===== src/rtl/ram_burst_decoder.sv =====
// ram_burst_decoder
// Rebuilds synchronous-burst RAM transactions from the per-edge sampled bus
// (one filter_strobe per RAM clock edge) and queues one event per enabled
// data beat into a show-ahead FIFO with a valid/ready consumer interface.
// Events that arrive while the FIFO is full and not being popped are dropped
// and counted.

module ram_burst_decoder #(
  parameter int WAIT_CYCLES = 3,
  parameter int FIFO_LOG2   = 4
) (
  input  logic        mclk,
  input  logic        reset,
  input  logic [22:0] filter_a,
  input  logic [15:0] filter_d,
  input  logic [1:0]  filter_ublb,
  input  logic        filter_read,
  input  logic        filter_write,
  input  logic        filter_addr_latch,
  input  logic        filter_strobe,
  input  logic        clear_overflow,
  output logic        ev_valid,
  input  logic        ev_ready,
  output logic        ev_write,
  output logic [1:0]  ev_ublb,
  output logic [22:0] ev_addr,
  output logic [15:0] ev_data,
  output logic        overflow,
  output logic [15:0] drop_count
);

  // ---------------------------------------------------------------------------
  // Constants and types
  // ---------------------------------------------------------------------------
  localparam int          DEPTH     = 1 << FIFO_LOG2;
  localparam logic [3:0]  WAIT_INIT = 4'(WAIT_CYCLES);
  localparam int          EV_W      = 1 + 2 + 23 + 16;

  typedef enum logic [1:0] {
    ST_IDLE = 2'd0,
    ST_WAIT = 2'd1,
    ST_DATA = 2'd2
  } state_e;

  typedef struct packed {
    logic        write;
    logic [1:0]  ublb;
    logic [22:0] addr;
    logic [15:0] data;
  } event_t;

  // ---------------------------------------------------------------------------
  // Burst tracker state
  // ---------------------------------------------------------------------------
  state_e      state_q, state_d;
  logic [22:0] base_q,  base_d;
  logic [22:0] beat_q,  beat_d;
  logic [3:0]  wcnt_q,  wcnt_d;

  // Event produced by the tracker in the current cycle (pushed at this edge)
  logic        emit;
  event_t      emit_ev;

  // Next-state logic: only a strobe cycle moves the burst tracker.
  always_comb begin
    // NOTE: every combinational output gets a default first so no path
    // leaves it unassigned; otherwise synthesis infers a latch.
    state_d = state_q;
    base_d  = base_q;
    beat_d  = beat_q;
    wcnt_d  = wcnt_q;
    emit    = 1'b0;
    emit_ev = '0;

    if (filter_strobe) begin
      if (filter_addr_latch) begin
        // A latch restarts the burst from any state, even mid-burst.
        base_d  = filter_a;
        beat_d  = '0;
        wcnt_d  = WAIT_INIT;
        state_d = (WAIT_CYCLES == 0) ? ST_DATA : ST_WAIT;
      end else if (!filter_read && !filter_write) begin
        // Bus released: the burst is over until the next latch.
        state_d = ST_IDLE;
      end else begin
        unique case (state_q)
          ST_IDLE: begin
            state_d = ST_IDLE;
          end
          ST_WAIT: begin
            wcnt_d = wcnt_q - 4'd1;
            if (wcnt_q <= 4'd1) begin
              state_d = ST_DATA;
            end
          end
          ST_DATA: begin
            beat_d = beat_q + 23'd1;
            // A beat with no byte lanes enabled still advances the address.
            if (filter_ublb != 2'b00) begin
              emit          = 1'b1;
              // Read and write both asserted is treated as a read.
              emit_ev.write = filter_write & ~filter_read;
              emit_ev.ublb  = filter_ublb;
              emit_ev.addr  = base_q + beat_q;
              emit_ev.data  = filter_d;
            end
          end
          default: begin
            state_d = ST_IDLE;
          end
        endcase
      end
    end
  end

  // Burst tracker registers.
  always_ff @(posedge mclk) begin
    // NOTE: sequential state uses non-blocking assignments so every flop
    // samples its inputs from before the edge, independent of statement order.
    if (reset) begin
      state_q <= ST_IDLE;
      base_q  <= '0;
      beat_q  <= '0;
      wcnt_q  <= '0;
    end else begin
      state_q <= state_d;
      base_q  <= base_d;
      beat_q  <= beat_d;
      wcnt_q  <= wcnt_d;
    end
  end

  // ---------------------------------------------------------------------------
  // Event FIFO (show-ahead, pointers carry one extra wrap bit)
  // ---------------------------------------------------------------------------
  logic [FIFO_LOG2:0]   wr_ptr_q, wr_ptr_d;
  logic [FIFO_LOG2:0]   rd_ptr_q, rd_ptr_d;
  logic [EV_W-1:0]      mem_q [DEPTH];

  logic                 fifo_empty;
  logic                 fifo_full;
  logic                 pop;
  logic                 push;
  logic                 drop;
  event_t               head_ev;

  // FIFO status and the push/pop/drop decisions for this cycle.
  always_comb begin
    fifo_empty = (wr_ptr_q == rd_ptr_q);
    fifo_full  = (wr_ptr_q[FIFO_LOG2] != rd_ptr_q[FIFO_LOG2]) &&
                 (wr_ptr_q[FIFO_LOG2-1:0] == rd_ptr_q[FIFO_LOG2-1:0]);
    pop        = ~fifo_empty & ev_ready;
    // A full FIFO still accepts a push when the head leaves in the same cycle.
    push       = emit & (~fifo_full | pop);
    drop       = emit & fifo_full & ~pop;
    wr_ptr_d   = push ? (wr_ptr_q + 1'b1) : wr_ptr_q;
    rd_ptr_d   = pop  ? (rd_ptr_q + 1'b1) : rd_ptr_q;
  end

  // FIFO pointers.
  always_ff @(posedge mclk) begin
    if (reset) begin
      wr_ptr_q <= '0;
      rd_ptr_q <= '0;
    end else begin
      wr_ptr_q <= wr_ptr_d;
      rd_ptr_q <= rd_ptr_d;
    end
  end

  // FIFO storage write port.
  always_ff @(posedge mclk) begin
    // NOTE: the storage array has no reset; emptiness is defined by the
    // pointers alone, and stale entries are never presented while invalid.
    if (push && !reset) begin
      mem_q[wr_ptr_q[FIFO_LOG2-1:0]] <= emit_ev;
    end
  end

  // Head presentation: fields read as zero whenever nothing is queued.
  always_comb begin
    head_ev  = fifo_empty ? '0 : event_t'(mem_q[rd_ptr_q[FIFO_LOG2-1:0]]);
    ev_valid = ~fifo_empty;
    ev_write = head_ev.write;
    ev_ublb  = head_ev.ublb;
    ev_addr  = head_ev.addr;
    ev_data  = head_ev.data;
  end

  // ---------------------------------------------------------------------------
  // Overflow flag and saturating drop counter
  // ---------------------------------------------------------------------------
  logic        overflow_q,   overflow_d;
  logic [15:0] drop_count_q, drop_count_d;

  // A drop wins over a simultaneous clear and becomes the first counted drop.
  always_comb begin
    overflow_d   = overflow_q;
    drop_count_d = drop_count_q;
    if (drop) begin
      overflow_d = 1'b1;
      if (clear_overflow) begin
        drop_count_d = 16'd1;
      end else if (drop_count_q != 16'hFFFF) begin
        drop_count_d = drop_count_q + 16'd1;
      end
    end else if (clear_overflow) begin
      overflow_d   = 1'b0;
      drop_count_d = '0;
    end
  end

  // Overflow registers.
  always_ff @(posedge mclk) begin
    if (reset) begin
      overflow_q   <= 1'b0;
      drop_count_q <= '0;
    end else begin
      overflow_q   <= overflow_d;
      drop_count_q <= drop_count_d;
    end
  end

  assign overflow   = overflow_q;
  assign drop_count = drop_count_q;

endmodule


===== config.mk =====
export PLATFORM = sky130hd
export DESIGN_NAME = ram_burst_decoder
export DESIGN_NICKNAME = d
export VERILOG_FILES = /design/src/rtl/ram_burst_decoder.sv
export SDC_FILE = /design/constraint.sdc
export NUM_CORES = 1
export LEC_CHECK = 0
export BUFFER_PORTS_ARGS = -buffer_cell sky130_fd_sc_hd__buf_2
export CORE_MARGIN = 4
export CORE_UTILIZATION = 56
export CTS_CLUSTER_DIAMETER = 50
export DETAILED_ROUTE_END_ITERATION = 10
export HOLD_SLACK_MARGIN = 0.1
export PLACE_DENSITY = 0.87
export SLEW_MARGIN = 25
export SYNTH_ARGS = -nofsm -noshare
export SYNTH_HDL_FRONTEND = slang
export SYNTH_SLANG_ARGS = --single-unit

===== constraint.sdc =====
create_clock -name mclk -period 5.3 [get_ports mclk]
set_input_delay 0.795 -clock mclk [delete_from_list [all_inputs] [get_ports mclk]]
set_output_delay 0.795 -clock mclk [all_outputs]
set_load 0.05 [all_outputs]

Yosys cells after proc, flatten, opt, wreduce, memory -nomap -nowiden
Memories as Yosys holds them, arrays and structs flattened. A register that Yosys moved wholly into a read port is not among the register bits.
Cells that the tools add are included.

operators by class
  $add $sub $neg = 6
  $lt $le $gt $ge = 1
  eq/ne operators = 9
  muxes and demuxes = 31
  bitwise gates (word level) = 10
  reductions and logical operators = 16

operator list
  operator               number
  $mux 42                6
  $mux 23                3
  $mux 16                4
  $add 23x1->23 const B  1
  $add 23x23->23         1
  $mux 4                 5
  $add 16x1->16 const B  1
  $ne 16x16->1 const B   1
  $add 5x1->5 const B    2
  $reduce_bool 2->1      5
  $mux 1                 9
  $reduce_and 3->1       3
  $mux 2                 3
  $and 1x1->1            5
  $eq 5x5->1             1
  $eq 4x4->1             1
  $le 4x1->1 const B     1
  $ne 4x4->1 const B     1
  $not 1->1              4
  $pmux 2 s2             1
  $reduce_and 2->1       2
  $sub 4x1->4 const B    1
  $logic_and 1x1->1      3
  $logic_not 1->1        3
  6 further kinds        6

word-level totals
  register bits after elaboration = 79
  RAM bits = 672
  input port bits = 49
  output and inout bits = 60
  logic and storage cells = 82
  memories = 1

memory list
  name   depth  width  read ports  clocked after memory_dff  write ports  line  source
  mem_q  16     42     1           1                         1            138   logic [EV_W-1:0] mem_q [DEPTH];

Longest topological paths before layout
  depth in word-level cells = 10
  depth in mapped cells = 8
  mapped depth without buffers = 8

Worst setup path after synthesis
Ideal clock, no wire load.

  path kind = input-to-reg
  start point = in filter_addr_latch
  end point = mem mem_q[0][0] (netlist bit) (enable)
  library setup time = 0.493 ns
  data arrival time = 4.961 ns
  data required time = 4.807 ns
  slack = -0.154 ns
  stages on the path = 7
  buffers on the path = 1
  path through = nand4bb_1 -> or3_1 -> clkbuf_2 -> a21oi_4 -> and2b_1 -> nand2_1 -> nor3_1

on the way
  word-level cells in the longest chain between the ends = 6

RTL lines
  what                          line  source
  start: declaration            19    input logic filter_addr_latch,
  $mux 1                        76    if (filter_addr_latch) begin
  $mux 1                        75    if (filter_strobe) begin
  $and 1x1->1                   154   push = emit & (~fifo_full | pop);
  $logic_and 1x1->1             175   if (push && !reset) begin
  $mux 1                        175
  $mux 1 (implied by the code)  176   mem_q[wr_ptr_q[FIFO_LOG2-1:0]] <= emit_ev;
  end: declaration              138

Every way passes these cells.

==> qor.txt <==
I/O pins: 109
setup repair bufs after CTS: 0
peak supply drop: 0.207 mV
R2R Path End: mem_q[4][13]
outcome: finished, final reports clean
Port Buffers: 108
Top Layer Used: met5
Max clock buf depth: 3
GRT Residual Overflow: 0
WL met1: 27200 um
part of the cycle the worst path needs: 0.802
multiplexer area fraction after synthesis: 0.155
Layout area overhead: 13.7%
Compound-Gate Fraction of Synth Area: 0.0234
initial drt markers: 2232
Synth cell types: 63
clock skew: 0.0167 ns
die height: 242 um
critical path type: reg -> out
Final ANT Viol Nets: 0
most frequent cells in the layout: edfxtp_1, mux4_2, buf_2
FFs w/ async S/R, synth: 0
Initial Utilization: 0.567
initial antenna violation count: 8
DP Cell Count: 2400
CP Data Arrival Time: 3.45 ns
Die Area: 58600 sq um
share of layout cells above drive strength 1: 0.290
Nets: 1866
Final Hold Fails: 0
gp weighted congestion: 0.849
YS warnings: 0
drt wl/cell: 28.8 um
commonest non-fill, non-tap cell in the layout: edfxtp_1
Main synth FF type: edfxtp_1
post-synthesis cell area: 30700 sq um
largest net degree at the start of global routing: 60
clk root buf: clkbuf_16
main combinational cell family by area after synthesis: multiplexers
Worst Tran Pin Value: 1.03 ns
Core Footprint: 54000 sq um
Syn Nets: 1721
overall routing resource usage: 0.252
syn_area_per_cell: 18.7 sq um
critical path cell sequence: buf_4 > mux4_2 > mux4_2 > and2_1 > buf_2
clock sinks: 755
H-tree levels: 3
wire length on met2: 36800 um
CP max stage cell: dfxtp_4
drt total wl: 73300 um
CTS buffer count: 78
WL met3: 7540 um
FF+latch count, synth: 755
CP Max Fanout: 35
DR vias/cell: 6.50
Post-CTS Hold Fix Bufs: 0
Critical Path RT: 4.51 ns
Pwr Total: 12.1 mW
RSZ-0062 raised after global routing: false
Post-Synth Simple-Gate Area: 0.0619
P_leak: 11.6 nW
max cap viols: 0
post-cts gate resize count: 0
cell area power density: 346 nW/um^2
Post-Synth Adder-Cell Area: 0.0133
FF-to-FF setup slack: 1.53 ns
Post-synth EDFFs: 672
site row count: 85
Clk Latency, worst-skew pair: 0.62 ns
R2R cell count: 7
Die W: 242 um
Crit Reg-Reg Startpoint: state_q[0]
WHS: 0.414 ns
DRC: 0
Final min period: 4.25 ns
Clock transition at path regs: 0.06 ns
Critical Path Start Type: flop
Final Max Slew Viols: 0
Max stage delay on crit path: 0.83 ns
register area share after synthesis: 0.712
Setup Viol. Count Final: 0
fmax: 0.235 GHz
Hold WC Path Type: in -> reg
TritonCTS clock tree: yes
end of the critical path: ev_data[8]
Finished Layout Cells: 2540
cell mode on critical path: mux4_2
DRT Pass-1 Iters: 5
vias in the first global route: 16900
FILL cells: 3440
synthesized netlist cell count: 1640
Slew HR: 0.310
post-DP HPWL: 41200 um
Via Count: 16500
XOR/XNOR share of the synthesized area: 0.0180
Crit. End Element: primary output
first-pass GRT wire length: 111000 um
==> registers in the layout (all words and copies together), names as in the netlist, named ones only <==
register    count
wcnt_q          4
state_q         2
overflow        1
base_q         23
wr_ptr_q        5
mem_q         672
rd_ptr_q        5
drop_count     16
beat_q         23
==> per-stage QoR <==
step,util,worst slack (ns),TNS (ns),area (sq um)
after CTS,0.644,0.952,0,34800
final,0.645,1.05,0,34900
after detailed placement,0.597,0.962,0,32300
after global routing,0.645,0.812,0,34900
after global placement,0.597,1.19,0,32200
after floorplan,-,-0.153,-12.81,30700
==> area by class of cell <==
type / count / area (sq um) / area share
Sequential cell: 755 / 21900 / 0.627
Multi-Input combinational cell: 782 / 8510 / 0.244
Clock buffer: 93 / 2120 / 0.0609
Timing Repair Buffer: 151 / 1000 / 0.0287
Tap cell: 696 / 871 / 0.0250
Clock inverter: 45 / 427 / 0.0122
Inverter: 17 / 63.8 / 0.00183
Antenna cell: 1 / 2.50 / 0.0000718
==> cells in the mapped netlist (16+ instances only) <==
master / number / area share
edfxtp_1: 672 / 0.66
mux4_2: 210 / 0.15
nor2_1: 94 / 0.012
nand2_1: 92 / 0.011
dfxtp_1: 83 / 0.054
and2_1: 67 / 0.014
a21oi_1: 51 / 0.0083
clkbuf_1: 44 / 0.0054
xor2_1: 37 / 0.011
ha_1: 31 / 0.013
xnor2_1: 26 / 0.0074
nand3_1: 23 / 0.0038
nor3_1: 22 / 0.0036
buf_1: 17 / 0.0021
inv_1: 17 / 0.0021
nand4_1: 16 / 0.0033
==> cell families (layout without fill, tap and decap cells) <==
family / count (synthesis) / count (layout)
adders and majority gates: 32 / 32
xor gates and xnor gates: 63 / 63
other: 0 / 1
DFF: 755 / 755
buffers and inverters: 103 / 306
muxes: 213 / 213
and+or+nand+nor: 363 / 363
AOI/OAI and AO/OA: 111 / 111
==> critical path, delay by kind of cell, from the launching register on <==
kind	cells	cell delay, ns
buffers and inverters	2	0.69
DFF	1	0.83
muxes	2	1.08
and+or+nand+nor	1	0.18
==> worst min-delay path by stage <==
| stage | start | to | slack [ns] | cells past startpoint |
|---|---|---|---|---|
| after global placement | base_q[0] | base_q[0] | 0.45 | 2 |
| after global routing | filter_a[9] | base_q[9] | 0.41 | 3 |
| after detailed placement | base_q[13] | base_q[13] | 0.45 | 2 |
| after CTS | filter_a[9] | base_q[9] | 0.38 | 3 |
| final | filter_a[9] | base_q[9] | 0.41 | 3 |
| after floorplan | base_q[0] | base_q[0] | 0.44 | 2 |
==> per-layer routing <==
layer | GRT usage | vias to the layer above
li1 | - | 6867
met5 | 0 | -
met3 | 0.0479 | 142
met1 | 0.352 | 8407
met2 | 0.414 | 1086
met4 | 0.0709 | 10
==> power by group <==
group | internal, mW | switching, mW
combinational | 0.0675 | 0.102
sequential | 6.40 | 0.0136
clock | 3.17 | 2.30
Power figures use the tool's default switching activity.
